## src/rtl/vga_fade_stage.sv

```systemverilog
`default_nettype none
// ============================================================================
// Module      : vga_fade_stage
// Description : Registered VGA output stage. Re-times 2-bit RGB and the
//               hsync/vsync pair by one clock and forces colour to black
//               outside the visible area. Colour is scaled by a global
//               brightness level (0..3). A frame-locked state machine fades
//               the level in or out one step every FRAMES_PER_STEP frames
//               and reports completion with a one-cycle pulse.
// Ports       : clk, rst_n            - clock, async active-low reset
//               in_r/in_g/in_b        - 2-bit colour from background mux
//               in_hsync/in_vsync     - syncs from timing generator
//               in_visible            - active-video flag
//               cmd_valid/cmd/cmd_level - command from register block
//                                       (00 nop, 01 fade-in, 10 fade-out,
//                                        11 set level)
//               out_r/out_g/out_b     - scaled, blanked colour
//               out_hsync/out_vsync   - delayed syncs
//               level                 - current brightness
//               busy                  - fade in progress
//               fade_done             - one-cycle fade-complete pulse
// Revision    : 1.0 - initial release
// ============================================================================
module vga_fade_stage #(
  parameter int         FRAMES_PER_STEP = 4,
  parameter bit         VSYNC_ACTIVE    = 1'b1,
  parameter logic [1:0] RESET_LEVEL     = 2'd3
) (
  input  logic       clk,
  input  logic       rst_n,
  input  logic [1:0] in_r,
  input  logic [1:0] in_g,
  input  logic [1:0] in_b,
  input  logic       in_hsync,
  input  logic       in_vsync,
  input  logic       in_visible,
  input  logic       cmd_valid,
  input  logic [1:0] cmd,
  input  logic [1:0] cmd_level,
  output logic [1:0] out_r,
  output logic [1:0] out_g,
  output logic [1:0] out_b,
  output logic       out_hsync,
  output logic       out_vsync,
  output logic [1:0] level,
  output logic       busy,
  output logic       fade_done
);

  typedef enum logic [1:0] {
    IDLE     = 2'd0,
    FADE_IN  = 2'd1,
    FADE_OUT = 2'd2
  } state_t;

  localparam logic [1:0] CMD_FADE_IN  = 2'd1;
  localparam logic [1:0] CMD_FADE_OUT = 2'd2;
  localparam logic [1:0] CMD_SET      = 2'd3;
  localparam logic [7:0] LAST_COUNT   = 8'(FRAMES_PER_STEP - 1);

  state_t     state;
  state_t     state_nxt;
  logic [1:0] level_nxt;
  logic [7:0] frame_cnt;
  logic [7:0] frame_cnt_nxt;
  logic       done_nxt;
  logic       vsync_prev;
  logic       tick;

  // floor(c * lvl / 3) as a small table
  function automatic logic [1:0] scale(input logic [1:0] c, input logic [1:0] lvl);
    logic [1:0] res;
    case (lvl)
      2'd3:    res = c;
      2'd2:    res = (c == 2'd3) ? 2'd2 : ((c == 2'd2) ? 2'd1 : 2'd0);
      2'd1:    res = (c == 2'd3) ? 2'd1 : 2'd0;
      default: res = 2'd0;
    endcase
    return res;
  endfunction

  // Frame start: vsync enters its active level. The history register
  // resets to the active level so a held-active vsync after reset is not
  // mistaken for a new frame.
  assign tick = (in_vsync == VSYNC_ACTIVE) && (vsync_prev != VSYNC_ACTIVE);

  assign busy = (state != IDLE);

  always_comb begin
    state_nxt     = state;
    level_nxt     = level;
    frame_cnt_nxt = frame_cnt;
    done_nxt      = 1'b0;

    // Commands take priority; a tick arriving in the same cycle is dropped.
    if (cmd_valid && (cmd == CMD_SET)) begin
      level_nxt     = cmd_level;
      state_nxt     = IDLE;
      frame_cnt_nxt = 8'd0;
    end else if (cmd_valid && (cmd == CMD_FADE_IN)) begin
      frame_cnt_nxt = 8'd0;
      if (level == 2'd3) begin
        state_nxt = IDLE;
        done_nxt  = 1'b1;
      end else begin
        state_nxt = FADE_IN;
      end
    end else if (cmd_valid && (cmd == CMD_FADE_OUT)) begin
      frame_cnt_nxt = 8'd0;
      if (level == 2'd0) begin
        state_nxt = IDLE;
        done_nxt  = 1'b1;
      end else begin
        state_nxt = FADE_OUT;
      end
    end else if (tick && (state != IDLE)) begin
      if (frame_cnt == LAST_COUNT) begin
        frame_cnt_nxt = 8'd0;
        if (state == FADE_IN) begin
          level_nxt = level + 2'd1;
          if (level == 2'd2) begin
            state_nxt = IDLE;
            done_nxt  = 1'b1;
          end
        end else begin
          level_nxt = level - 2'd1;
          if (level == 2'd1) begin
            state_nxt = IDLE;
            done_nxt  = 1'b1;
          end
        end
      end else begin
        frame_cnt_nxt = frame_cnt + 8'd1;
      end
    end
  end

  always_ff @(posedge clk or negedge rst_n) begin
    if (!rst_n) begin
      state      <= IDLE;
      level      <= RESET_LEVEL;
      frame_cnt  <= 8'd0;
      fade_done  <= 1'b0;
      vsync_prev <= VSYNC_ACTIVE;
    end else begin
      state      <= state_nxt;
      level      <= level_nxt;
      frame_cnt  <= frame_cnt_nxt;
      fade_done  <= done_nxt;
      vsync_prev <= in_vsync;
    end
  end

  // Pixel path uses the level register before this edge's update, so a new
  // level shows on pixels sampled in the following cycle.
  always_ff @(posedge clk or negedge rst_n) begin
    if (!rst_n) begin
      out_r     <= 2'd0;
      out_g     <= 2'd0;
      out_b     <= 2'd0;
      out_hsync <= 1'b0;
      out_vsync <= 1'b0;
    end else begin
      out_r     <= in_visible ? scale(in_r, level) : 2'd0;
      out_g     <= in_visible ? scale(in_g, level) : 2'd0;
      out_b     <= in_visible ? scale(in_b, level) : 2'd0;
      out_hsync <= in_hsync;
      out_vsync <= in_vsync;
    end
  end

endmodule
`default_nettype wire

```

## config.mk

```make
export PLATFORM = sky130hd
export DESIGN_NAME = vga_fade_stage
export DESIGN_NICKNAME = d
export VERILOG_FILES = /design/src/rtl/vga_fade_stage.sv
export SDC_FILE = /design/constraint.sdc
export NUM_CORES = 1
export LEC_CHECK = 0
export BUFFER_PORTS_ARGS = -buffer_cell sky130_fd_sc_hd__clkbuf_2
export CAP_MARGIN = 10
export CELL_PAD_IN_SITES_DETAIL_PLACEMENT = 1
export CELL_PAD_IN_SITES_GLOBAL_PLACEMENT = 2
export CORE_MARGIN = 2
export CORE_UTILIZATION = 32
export CTS_BUF_LIST = sky130_fd_sc_hd__clkbuf_16
export DETAILED_ROUTE_END_ITERATION = 16
export GPL_TIMING_DRIVEN = 1
export HOLD_SLACK_MARGIN = 0.12
export PLACE_DENSITY_LB_ADDON = 0.2
export REMOVE_ABC_BUFFERS = 1
export SYNTH_ARGS = -nofsm -noshare
export SYNTH_HDL_FRONTEND = slang
export SYNTH_SLANG_ARGS = --single-unit
```

## constraint.sdc

```tcl
create_clock -name clk -period 2.6 [get_ports clk]
set_input_delay 0.39 -clock clk [delete_from_list [all_inputs] [get_ports clk]]
set_output_delay 0.39 -clock clk [all_outputs]
set_load 0.005 [all_outputs]
```

---- Word level (Yosys, flattened, before mapping) ----
Cells that the tools add are included.
word-level totals
  bits in registers ....................... 22
  bits of input ports ..................... 16
  output and inout port bits .............. 12
  logic and storage cells ................. 91
cells by class
  add/subtract/negate cells ............... 3
  equality and inequality tests ........... 17
  mux-type cells .......................... 46
  bitwise operators ....................... 1
  reductions and logical operators ........ 14
operators with widths
  cell                 count
  $mux 2               21
  $mux 8               5
  $eq 2x2->1 const B   10
  $pmux 2 s3           3
  $mux 1               17
  $add 8x1->8 const B  1
  $eq 8x2->1 const B   1
  $reduce_and 4->1     2
  $reduce_bool 4->1    2
  $eq 2x1->1 const B   3
  $reduce_bool 2->1    3
  $logic_and 1x1->1    5
  $ne 5x4->1 const B   1
  $reduce_bool 5->1    1
  $ne 2x2->1 const B   2
  $add 2x1->2 const B  1
  $logic_not 2->1      1
  $sub 2x1->2 const B  1
  $not 1->1            1

---- Depth between registers and ports, before layout ----
Gate-level depths: netlist of run 1.
  depth in word-level cells ............... 8
  gate-level depth with buffers ........... 6
  depth with buffers taken out ............ 6

---- Worst setup path before layout of run 1 ----
No wires, ideal clock.
  path type ............................... register to register
  start ................................... register frame_cnt[0]
  end ..................................... register level[0]
  setup time .............................. 87 ps
  arrival ................................. 1735 ps
  required time ........................... 2513 ps
  slack ................................... 778 ps
  stages on the path, launching flop included .. 6
  buffers on the path ..................... 0
  period minus slack after synthesis ...... 1822 ps
  cells stage by stage .................... dfrtp_1 -> ha_1 -> or3b_2 -> or4_4 -> o21ai_1 -> a31oi_1
on the way
  longest elaborated chain between the ends .. 3
ends and longest elaborated chain
  what                         line  source
  start, declared              64    logic [7:0] frame_cnt;
  start signal, assigned       148   frame_cnt <= frame_cnt_nxt;
  $eq 8x2->1                   117   if (frame_cnt == LAST_COUNT) begin
  $reduce_bool 2->1 (no line)  -
  $reduce_and 4->1 (no line)   -
  end signal, assigned         147   level <= level_nxt;
  end, declared                45    output logic [1:0] level,
Every way passes these cells.
A chain may end at the register's enable or synchronous reset.

---- Worst setup path after layout of run 1 ----
  start ................................... register frame_cnt[0]
  end ..................................... register state[1]
on the way
  longest elaborated chain between the ends .. 3
ends and longest elaborated chain
  what                         line  source
  $eq 8x2->1                   117
  $reduce_bool 4->1 (no line)  -
  $reduce_and 4->1 (no line)   -
  end signal, assigned         146   state <= state_nxt;
  end, declared                61    state_t state;
Every way passes these cells.

==> results of run 1 <==
## per-layer routing
layer / track usage [%] / vias up / part of all wire (%)
met2: 28.91 / 22 / 53
met3: 2.385 / 4 / 3.4
met1: 19.85 / 544 / 42
met5: 0 / - / 0
met4: 5.469 / 0 / 1.4
li1: - / 517 / -
## cell usage after synthesis
cell / n / share of area (%)
dfrtp_1: 19 / 39
a21oi_1: 13 / 5.3
nor2_1: 9 / 2.8
nand2_1: 8 / 2.5
ha_1: 7 / 7.1
nand3_1: 7 / 2.9
inv_1: 6 / 1.8
o21ai_0: 5 / 2.0
o21ai_1: 5 / 2.0
or3_1: 5 / 2.6
a31oi_1: 4 / 2.0
dfstp_2: 3 / 6.4
nor3b_1: 3 / 1.8
clkbuf_1: 2 / 0.61
nand2b_1: 2 / 1.0
nand3b_1: 2 / 1.2
nor2b_1: 2 / 1.0
o21a_1: 2 / 1.2
o31ai_1: 2 / 1.2
or4_1: 2 / 1.2
or4_4: 2 / 1.8
a22oi_1: 1 / 0.61
a32o_1: 1 / 0.82
and2_1: 1 / 0.51
and4_2: 1 / 0.82
inv_2: 1 / 0.31
mux2_1: 1 / 0.92
mux2_2: 1 / 0.92
nand4_1: 1 / 0.51
nor2_2: 1 / 0.51
nor3_1: 1 / 0.41
nor4_2: 1 / 1.0
o221ai_1: 1 / 0.72
o2bb2ai_1: 1 / 0.72
o41ai_4: 1 / 2.2
or3b_2: 1 / 0.72
xnor2_1: 1 / 0.72
## report_power, final
| group | switching, mW | internal [mW] |
|---|---|---|
| Clock | 0.120 | 0.205 |
| Combinational | 0.138 | 0.0941 |
| Sequential | 0.0346 | 0.380 |
## cells in the final DEF, fill, tap and decap left out, types with 2 or more instances in the layout
cell type	n
a31oi_1	4
nand3_1	7
o21ai_1	5
nand2_1	8
or4_4	2
clkbuf_16	3
nand2b_1	2
inv_1	7
or4_1	2
nand3b_1	2
nor3b_1	3
ha_1	7
o21ai_0	5
o21a_1	2
clkbuf_2	27
nor2_1	9
or3_1	5
dfrtp_1	19
o31ai_1	2
dfstp_2	3
nor2b_1	2
a21oi_1	13
## sequential cells by signal, summed over array words and instances, names as in the netlist
name,count
fade_done,1
frame_cnt,8
level,2
out_b,2
out_g,2
out_hsync,1
out_r,2
out_vsync,1
state,2
vsync_prev,1
## kinds of logic after synthesis
logic type | share of synthesized area (%)
AOI/OAI and AO/OA | 19.00
adders and majority gates | 7.150
muxes | 1.838
buffers and inverters | 2.758
xor gates and xnor gates | 0.7151
and+or+nand+nor | 23.29
DFF | 45.25
## layout make-up
type	count	share of cell area [%]
sequential	22	37.16
multi-input combinational	95	42.70
tap	48	4.027
clock buffer	3	5.034
clock inverter	1	0.2517
timing repair buffer	27	9.060
inverter	7	1.762
## worst paths after layout
check                                           end  slack, ns                     start  depth (start not counted)
max in group asynchronous       out_hsync$_DFF_PN0_       2.10                     rst_n                          1
min in group clk                out_hsync$_DFF_PN0_       0.24                  in_hsync                          1
max reg2reg                    state[1]$_DFFE_PN0P_       0.51  frame_cnt[0]$_DFFE_PN0P_                          5
min reg2reg                    level[0]$_DFFE_PN1P_       0.55      level[0]$_DFFE_PN1P_                          2
min                        frame_cnt[2]$_DFFE_PN0P_       0.12                     rst_n                          1
max                            state[1]$_DFFE_PN0P_       0.51  frame_cnt[0]$_DFFE_PN0P_                          5
## per-stage QoR
step           instances  setup WS [ns]  utilization, %
2_1_floorplan        124         0.7776               -
3_3_place_gp         199         0.6198           38.59
3_5_place_dp         199         0.5123           38.59
4_1_cts              203         0.5046           40.74
5_1_grt              203         0.3663           40.74
6_report             203         0.5141           40.74
==> results.sh, run 1 <==
export IMPL_post_synth_inst_count=126
export IMPL_route_detailed_wl_per_inst_um=15.70
export IMPL_globalRoute_totalOverflow=0
export IMPL_clk_path_buf_depth=2
export IMPL_tritoncts="built"
export IMPL_timing_final_max_slew_violations=0
export IMPL_clkSinkCount=22
export IMPL_outcome="completed"
export IMPL_vias=1087
export IMPL_viasPerCell=5.355
export IMPL_worst_setup_path_end_kind="register"
export IMPL_cts_setup_buffers=0
export IMPL_setup_worst_path_start_class="register"
export IMPL_detailed_place_hpwl_um=2453
export IMPL_hold_violations=0
export IMPL_finalWorstPathRequiredPeriod_ns=2.086
export IMPL_clockRootBuffer="clkbuf_16"
export IMPL_cts_htree_levels=1
export IMPL_drt_first_iter_violations=37
export IMPL_antenna_found_initial=0
export IMPL_slew_headroom_pct=45.86
export IMPL_critical_path_slowest_cell="or3b_2"
export IMPL_clkTransAtPathRegs_ns=0.06
export IMPL_global_route_usage_total_pct=16.23
export IMPL_achievable_frequency_mhz=479.4
export IMPL_antenna_violating_nets_post_route=0
export IMPL_critical_path_arrival_ns=2.22
export IMPL_die_h_um=65.87
export IMPL_multiInputGateArea_um2=636.9
export IMPL_final_setup_viol_count=0
export IMPL_fin_total_pwr_mw=0.9725
export IMPL_synth_cell_types=37
export IMPL_unrepaired_setup_endpoints_after_global_routing="no"
export IMPL_wire_length_of_the_first_global_routing_pass_um=5347
export IMPL_row_count=22
export IMPL_power_density_nw_per_um2=652.1
export IMPL_min_period_over_period_pct=80.23
export IMPL_place_area_um2=1413
export IMPL_critical_path_max_fanout=8
export IMPL_critPathKind="register to register"
export IMPL_flow_area_growth_from_synthesis_pct=21.76
export IMPL_post_route_cells_drive_above_1_share_pct=27.10
export IMPL_finalHoldWorstSlack_ns=0.1240
export IMPL_cts_repair_resize_count=0
export IMPL_number_of_top_level_pins=28
export IMPL_nFillCells=432
export IMPL_portion_of_the_post_synthesis_area_used_by_sequential_elements_pct=45.25
export IMPL_dieArea_um2=4339
export IMPL_cp_top_family="compound AO/OA/AOI/OAI gates"
export IMPL_sequential_cell_area_um2=554.3
export IMPL_drt_wl_total_um=3188
export IMPL_diodes=0
export IMPL_cap_violations=0
export IMPL_drc_violation_count_after_routing=0
export IMPL_gp_routability_congestion=0.7689
export IMPL_mappedNetlistArea_um2=1225
export IMPL_drtPass1Iterations=4
export IMPL_postCtsHoldBufs=0
export IMPL_synth_avg_cell_area_um2=9.722
export IMPL_core_area_um2=3661
export IMPL_insertion_delay_ns=0.25
export IMPL_final_net_count=179
export IMPL_cts_buffers_inserted=3
export IMPL_starting_density_of_the_core_pct=33.46
export IMPL_crit_chain="ha_1 -> or3b_2 -> o41ai_4 -> nand2_1 -> o2bb2ai_1"
export IMPL_crit_required_ns=2.74
export IMPL_synth_warnings=0
export IMPL_place_port_buffers=27
export IMPL_grt_max_degree=23
export IMPL_first_global_vias=1131
export IMPL_synth_ff_latch_count=22
export IMPL_hold_path_class="input port to async pin"
export IMPL_critical_path_max_stage_delay_ns=0.54
export IMPL_vdd_ir_drop_max_uv=242.7
export IMPL_worst_slew_pin_slew_ns=0.8120
export IMPL_worst_clock_skew_ns=0.002257
export IMPL_cellLeakagePower_nw=0.6829
export IMPL_layout_cell_area_non_filler_um2=1491
export IMPL_path_buf_inv=0
export IMPL_final_setup_tns_ns=0
export IMPL_floorplan_die_width_um=65.87
No activity file was read; power rests on OpenSTA's default activity.
==> run 2: changes to the inputs <==
ABC_AREA = 1   (was unset)
CORE_UTILIZATION = 27   (was 32)
clock period = 1.72 ns   (was 2.6 ns; I/O delays follow)
==> results.sh, run 2 <==
export IMPL_power_frac_seq_pct=40.6
export IMPL_viasPerCell=4.476
export IMPL_timing_final_max_slew_violations=0
export IMPL_ys_async_sr_fraction_pct=100.0
export IMPL_core_area_um2=4294
export IMPL_cell_internal_pwr_mw=1.085
export IMPL_first_global_vias=1128
export IMPL_flow_area_growth_from_synthesis_pct=25.21
export IMPL_most_common_layout_cells="nand2_1 (42), clkbuf_2 (27), dfrtp_1 (19)"
export IMPL_tritoncts="built"
export IMPL_insertion_delay_ns=0.25
export IMPL_critPathKind="register to register"
export IMPL_ys_top_cells_by_area="dfrtp_1 (40%), nand2_1 (13%), ha_1 (7.4%)"
export IMPL_place_port_buffers=27
export IMPL_p_sw_mw=0.5147
export IMPL_switching_share_pct=32.17
export IMPL_synth_warnings=0
export IMPL_critical_path_arrival_ns=1.72
export IMPL_min_period_over_period_pct=88.39
export IMPL_antenna_found_initial=0
export IMPL_drtPass1Iterations=4
export IMPL_yosys_most_used_dff="dfrtp_1"
export IMPL_yosysTopAreaCell="dfrtp_1"
export IMPL_gp_routability_congestion=0.7668
export IMPL_finalNonFillerCells=233
export IMPL_detailed_place_hpwl_um=2346
export IMPL_max_reg_flops=8
export IMPL_dieArea_um2=4939
export IMPL_yosys_area_top_type_share_pct=40.08
export IMPL_layout_cell_area_non_filler_um2=1485
export IMPL_finalWorstPathRequiredPeriod_ns=1.520
export IMPL_drt_wl_total_um=2907
export IMPL_vdd_ir_drop_max_uv=361.5
export IMPL_starting_density_of_the_core_pct=27.62
export IMPL_globalRoute_totalOverflow=0
export IMPL_cap_violations=0
export IMPL_place_area_um2=1386
export IMPL_groute_layer_met2_usage_pct=20.55
export IMPL_share_of_total_power_in_combinational_logic_pct=28.6
export IMPL_synth_avg_cell_area_um2=8.014
export IMPL_cts_repair_resize_count=0
export IMPL_reg2regPathDepth=6
export IMPL_globalRoute_busiestLayer="met2"
export IMPL_clockRootBuffer="clkbuf_16"
export IMPL_critical_path_max_fanout=5
export IMPL_cts_buffers_inserted=3
export IMPL_floorplan_die_width_um=70.28
export IMPL_synth_ff_latch_count=22
export IMPL_post_route_cells_drive_above_1_share_pct=23.20
export IMPL_cts_setup_buffers=0
export IMPL_synth_cell_types=23
export IMPL_unrepaired_setup_endpoints_after_global_routing="no"
export IMPL_multiInputGateArea_um2=560.5
export IMPL_drc_violation_count_after_routing=0
export IMPL_nFillCells=536
export IMPL_synthTopCellsByCount="nand2_1 (42), dfrtp_1 (19), inv_1 (16), nor2_1 (16), nand3_1 (9)"
export IMPL_post_synth_inst_count=148
export IMPL_achievable_frequency_mhz=657.7
export IMPL_hold_path_class="input port to register"
export IMPL_vias=1043
export IMPL_diodes=0
export IMPL_reg2reg_slack_ns=0.20
export IMPL_final_setup_viol_count=0
export IMPL_timing_rr_start="level[0]$_DFFE_PN1P_"
export IMPL_outcome="completed"
export IMPL_post_synth_top_count_cell="nand2_1"
export IMPL_grt_use_met3_pct=2.453
export IMPL_grt_max_degree=23
export IMPL_cellLeakagePower_nw=0.7828
export IMPL_global_route_usage_total_pct=12.88
export IMPL_portion_of_the_post_synthesis_area_used_by_sequential_elements_pct=46.73
export IMPL_cts_htree_levels=1
export IMPL_worstSetupEndpoint="level[1]$_DFFE_PN1P_"
export IMPL_slew_headroom_pct=61.44
export IMPL_crit_required_ns=1.92
export IMPL_number_of_top_level_pins=28
export IMPL_timing_rr_end="level[1]$_DFFE_PN1P_"
export IMPL_wire_length_of_the_first_global_routing_pass_um=5119
export IMPL_row_count=24
export IMPL_power_density_nw_per_um2=1077
export IMPL_worst_clock_skew_ns=0.002363
export IMPL_final_net_count=205
export IMPL_drt_first_iter_violations=22
export IMPL_number_of_enable_type_register_cells_in_the_synthesized_netlist=0
export IMPL_clk_path_buf_depth=2
export IMPL_hold_violations=0
export IMPL_antenna_violating_nets_post_route=0
export IMPL_clkSinkCount=22
export IMPL_mappedNetlistArea_um2=1186
export IMPL_worstSetupStartpoint="level[0]$_DFFE_PN1P_"
export IMPL_placed_cells=227
export IMPL_mostFrequentLayoutCell="nand2_1"
export IMPL_clkTransAtPathRegs_ns=0.06
export IMPL_grt_use_met1_pct=17.67
export IMPL_fin_total_pwr_mw=1.600
export IMPL_setup_worst_path_start_class="register"
export IMPL_final_setup_tns_ns=0
export IMPL_route_detailed_wl_per_inst_um=12.48
export IMPL_die_h_um=70.28
export IMPL_worst_setup_path_end_kind="register"
export IMPL_clockPowerShare_pct=30.8
export IMPL_max_flop_register="frame_cnt"
export IMPL_worst_slew_pin_slew_ns=0.5784
export IMPL_postCtsHoldBufs=2
export IMPL_sequential_cell_area_um2=554.3
==> run 2: changes by cell type after synthesis, sizes merged, moves of 5 or more <==
cell,delta
a21oi,-5
nand2,+37
nor2,+7
or3,-5
inv,+12
==> run 2: through the flow <==
stage	util (%)	hold slack (ns)	setup slack (ns)
final	34.59	0.1216	0.1996
after global routing	34.59	0.1204	0.06527
after CTS	34.59	0.1226	0.1857
after detailed placement	32.28	0.2971	0.1980
after global placement	32.28	0.2796	0.2557
after floorplan	-	-0.03759	0.2738
==> run 2: logic make-up after synthesis <==
group / Yosys count / share of synthesized area (%)
simple gates: 82 / 30.70
flops: 22 / 46.73
buf+inv: 19 / 6.013
compound gates: 17 / 8.439
fa+ha+maj: 7 / 7.384
xor+xnor: 1 / 0.7385
==> run 2: worst max-delay path, stage by stage, from the launching register on <==
cell,delay [ns]
dfstp_2,0.55
inv_1,0.10
ha_1,0.32
or2_2,0.30
nand3_1,0.07
nand3_1,0.07
nand2_1,0.06
==> run 2: layout make-up <==
class | instances | share of cell area [%]
clock inverter | 1 | 0.2527
sequential | 22 | 37.32
inverter | 19 | 4.802
timing repair buffer | 29 | 10.45
multi-input combinational | 107 | 37.74
clock buffer | 3 | 5.055
tap | 52 | 4.381
==> run 2: routing by layer <==
metal	routed length (µm)	part of all wire, %
met5	0	0
met4	24	0.83
met3	91	3.1
met2	1340	46
met1	1450	50
==> run 2: worst min-delay path by stage <==
stage	slack [ns]	endpoint	depth (start not counted)	start
6_report	0.12	vsync_prev$_DFF_PN1_	1	in_vsync
5_1_grt	0.12	vsync_prev$_DFF_PN1_	1	in_vsync
4_1_cts	0.12	vsync_prev$_DFF_PN1_	1	in_vsync
3_5_place_dp	0.30	out_hsync$_DFF_PN0_	1	rst_n
3_3_place_gp	0.28	out_r[1]$_DFF_PN0_	1	rst_n
2_1_floorplan	-0.04	fade_done$_DFF_PN0_	0	rst_n
==> run 2: power groups by stage <==
stage,combinational (mW),sequential [mW],clock [mW]
6_report,0.458,0.649,0.494
5_1_grt,0.527,0.663,0.533
4_1_cts,0.467,0.651,0.511
3_5_place_dp,0.460,0.660,0
3_3_place_gp,0.440,0.653,0
2_1_floorplan,0.284,0.653,0
==> run 3: changes to the inputs <==
BUFFER_PORTS_ARGS = unset   (was -buffer_cell sky130_fd_sc_hd__clkbuf_2)
CELL_PAD_IN_SITES_GLOBAL_PLACEMENT = 1   (was 2)
CORE_UTILIZATION = 40   (was 27)
DONT_BUFFER_PORTS = 1   (was unset)
==> results.sh, run 3 (synthesized netlist as in run 2, its figures left out) <==
export IMPL_worst_slew_pin_slew_ns=1.032
export IMPL_worst_setup_path_end_kind="register"
export IMPL_final_net_count=181
export IMPL_vdd_ir_drop_max_uv=870.5
export IMPL_row_count=19
export IMPL_crit_chain="inv_1 -> ha_1 -> nand2_1 -> nand3_1 -> o21ai_1 -> nand2_1 -> nand2_1"
export IMPL_instance_count_along_the_most_critical_hold_path=1
export IMPL_detailed_place_hpwl_um=2028
export IMPL_hold_path_endpoint="out_g[0]$_DFF_PN0_"
export IMPL_dieArea_um2=3417
export IMPL_drt_first_iter_violations=21
export IMPL_timing_critical_path_depth=7
export IMPL_min_period_over_period_pct=90.68
export IMPL_timing_rr_start="level[0]$_DFFE_PN1P_"
export IMPL_hold_path_class="input port to register"
export IMPL_globalRoute_totalOverflow=0
export IMPL_antenna_violating_nets_post_route=0
export IMPL_grt_use_met1_pct=22.59
export IMPL_grt_max_degree=23
export IMPL_groute_layer_met2_usage_pct=30.18
export IMPL_cts_htree_levels=1
export IMPL_setup_worst_path_start_class="register"
export IMPL_crit_required_ns=1.92
export IMPL_finalWorstPathRequiredPeriod_ns=1.560
export IMPL_outcome="completed"
export IMPL_slew_headroom_pct=30.96
export IMPL_cellLeakagePower_nw=0.6925
export IMPL_cpMostUsedCell="nand2_1"
export IMPL_fin_total_pwr_mw=1.701
export IMPL_drt_wl_total_um=2643
export IMPL_route_detailed_wl_per_inst_um=14.06
export IMPL_floorplan_die_width_um=58.46
export IMPL_critical_path_slowest_cell="dfstp_2"
export IMPL_unrepaired_setup_endpoints_after_global_routing="no"
export IMPL_post_route_cells_drive_above_1_share_pct=10.19
export IMPL_final_setup_tns_ns=0
export IMPL_die_h_um=58.46
export IMPL_cap_violations=0
export IMPL_hold_violations=0
export IMPL_layout_cell_area_non_filler_um2=1380
export IMPL_starting_density_of_the_core_pct=42.65
export IMPL_critPathKind="register to register"
export IMPL_worst_clock_skew_ns=0.003183
export IMPL_timing_final_max_slew_violations=0
export IMPL_clkSinkCount=22
export IMPL_achievable_frequency_mhz=641.1
export IMPL_reg2reg_slack_ns=0.16
export IMPL_diodes=0
export IMPL_clkTransAtPathRegs_ns=0.06
export IMPL_place_port_buffers=0
export IMPL_reg2regPathDepth=7
export IMPL_final_setup_viol_count=0
export IMPL_core_area_um2=2781
export IMPL_cp_top_family="flip-flops"
export IMPL_grt_use_met3_pct=2.637
export IMPL_timing_rr_end="state[1]$_DFFE_PN0P_"
export IMPL_max_flop_register="frame_cnt"
export IMPL_gp_routability_congestion=0.7116
export IMPL_max_reg_flops=8
export IMPL_insertion_delay_ns=0.26
export IMPL_wire_length_of_the_first_global_routing_pass_um=4554
export IMPL_critical_path_max_fanout=7
export IMPL_path_buf_inv=1
export IMPL_cts_repair_resize_count=0
export IMPL_global_route_usage_total_pct=17.88
export IMPL_drtPass1Iterations=4
export IMPL_most_common_layout_cells="nand2_1 (42), dfrtp_1 (19), inv_1 (16), nor2_1 (16), nand3_1 (9)"
export IMPL_antenna_found_initial=0
export IMPL_cts_setup_buffers=0
export IMPL_clk_path_buf_depth=2
export IMPL_mostFrequentLayoutCell="nand2_1"
export IMPL_first_global_vias=1032
export IMPL_hold_start="in_g[0]"
export IMPL_tritoncts="built"
export IMPL_flow_area_growth_from_synthesis_pct=16.35
export IMPL_vias=999
export IMPL_critical_path_arrival_ns=1.76
export IMPL_number_of_top_level_pins=28
export IMPL_viasPerCell=5.314
export IMPL_place_area_um2=1225
export IMPL_power_density_nw_per_um2=1232
export IMPL_cts_buffers_inserted=3
export IMPL_drc_violation_count_after_routing=0
export IMPL_globalRoute_busiestLayer="met2"
export IMPL_clockRootBuffer="clkbuf_16"
export IMPL_critical_path_max_stage_delay_ns=0.56
## run 3: area by class of cell
| class | instances | area, µm² |
|---|---|---|
| Clock inverter | 1 | 30.03 |
| Fill cell | 351 | 1401 |
| Tap cell | 31 | 38.79 |
| Multi-Input combinational cell | 107 | 560.5 |
| Sequential cell | 22 | 554.3 |
| Clock buffer | 3 | 75.07 |
| Timing Repair Buffer | 5 | 50.05 |
| Inverter | 19 | 71.32 |
## run 3: how the worst max path moves through the flow
stage,from,to,slack (ns)
6_report,level[0]$_DFFE_PN1P_,state[1]$_DFFE_PN0P_,0.16
5_1_grt,level[0]$_DFFE_PN1P_,state[1]$_DFFE_PN0P_,0.05
4_1_cts,level[0]$_DFFE_PN1P_,state[1]$_DFFE_PN0P_,0.15
3_5_place_dp,level[0]$_DFFE_PN1P_,level[1]$_DFFE_PN1P_,0.17
3_3_place_gp,level[0]$_DFFE_PN1P_,level[1]$_DFFE_PN1P_,0.24
2_1_floorplan,level[0]$_DFFE_PN1P_,level[1]$_DFFE_PN1P_,0.27
## run 3: timing repair
item                                   4_1_cts  5_1_grt
setup endpoints to repair                    0        0
endpoints found under the hold margin       27        0
hold buffers                                 5        0
## run 3: through the flow
step | hold WS, ns | util, % | worst slack, ns | instances
floorplan | -0.03759 | - | 0.2738 | 148
global placement | -0.03702 | 44.04 | 0.2372 | 179
detailed placement | -0.03700 | 44.04 | 0.1650 | 179
CTS | 0.1243 | 49.62 | 0.1501 | 188
global route | 0.1358 | 49.62 | 0.04562 | 188
finish | 0.1293 | 49.62 | 0.1603 | 188
## run 3: layer usage
metal	wire, µm	up-vias
met5	0	-
met4	42	0
met3	121	4
met1	1198	481
li1	-	491
met2	1280	23
## run 3: power breakdown
| part | total (mW) | switching (mW) | internal [mW] |
|---|---|---|---|
| sequential | 0.658 | 0.0599 | 0.599 |
| clock | 0.655 | 0.192 | 0.462 |
| combinational | 0.387 | 0.248 | 0.139 |
## run 3: worst register-to-register path, stage by stage, from the launching register on
cell and delay (ns):
dfstp_2 0.56, inv_1 0.10, ha_1 0.30, nand2_1 0.11, nand3_1 0.10, o21ai_1 0.18
nand2_1 0.08, nand2_1 0.07
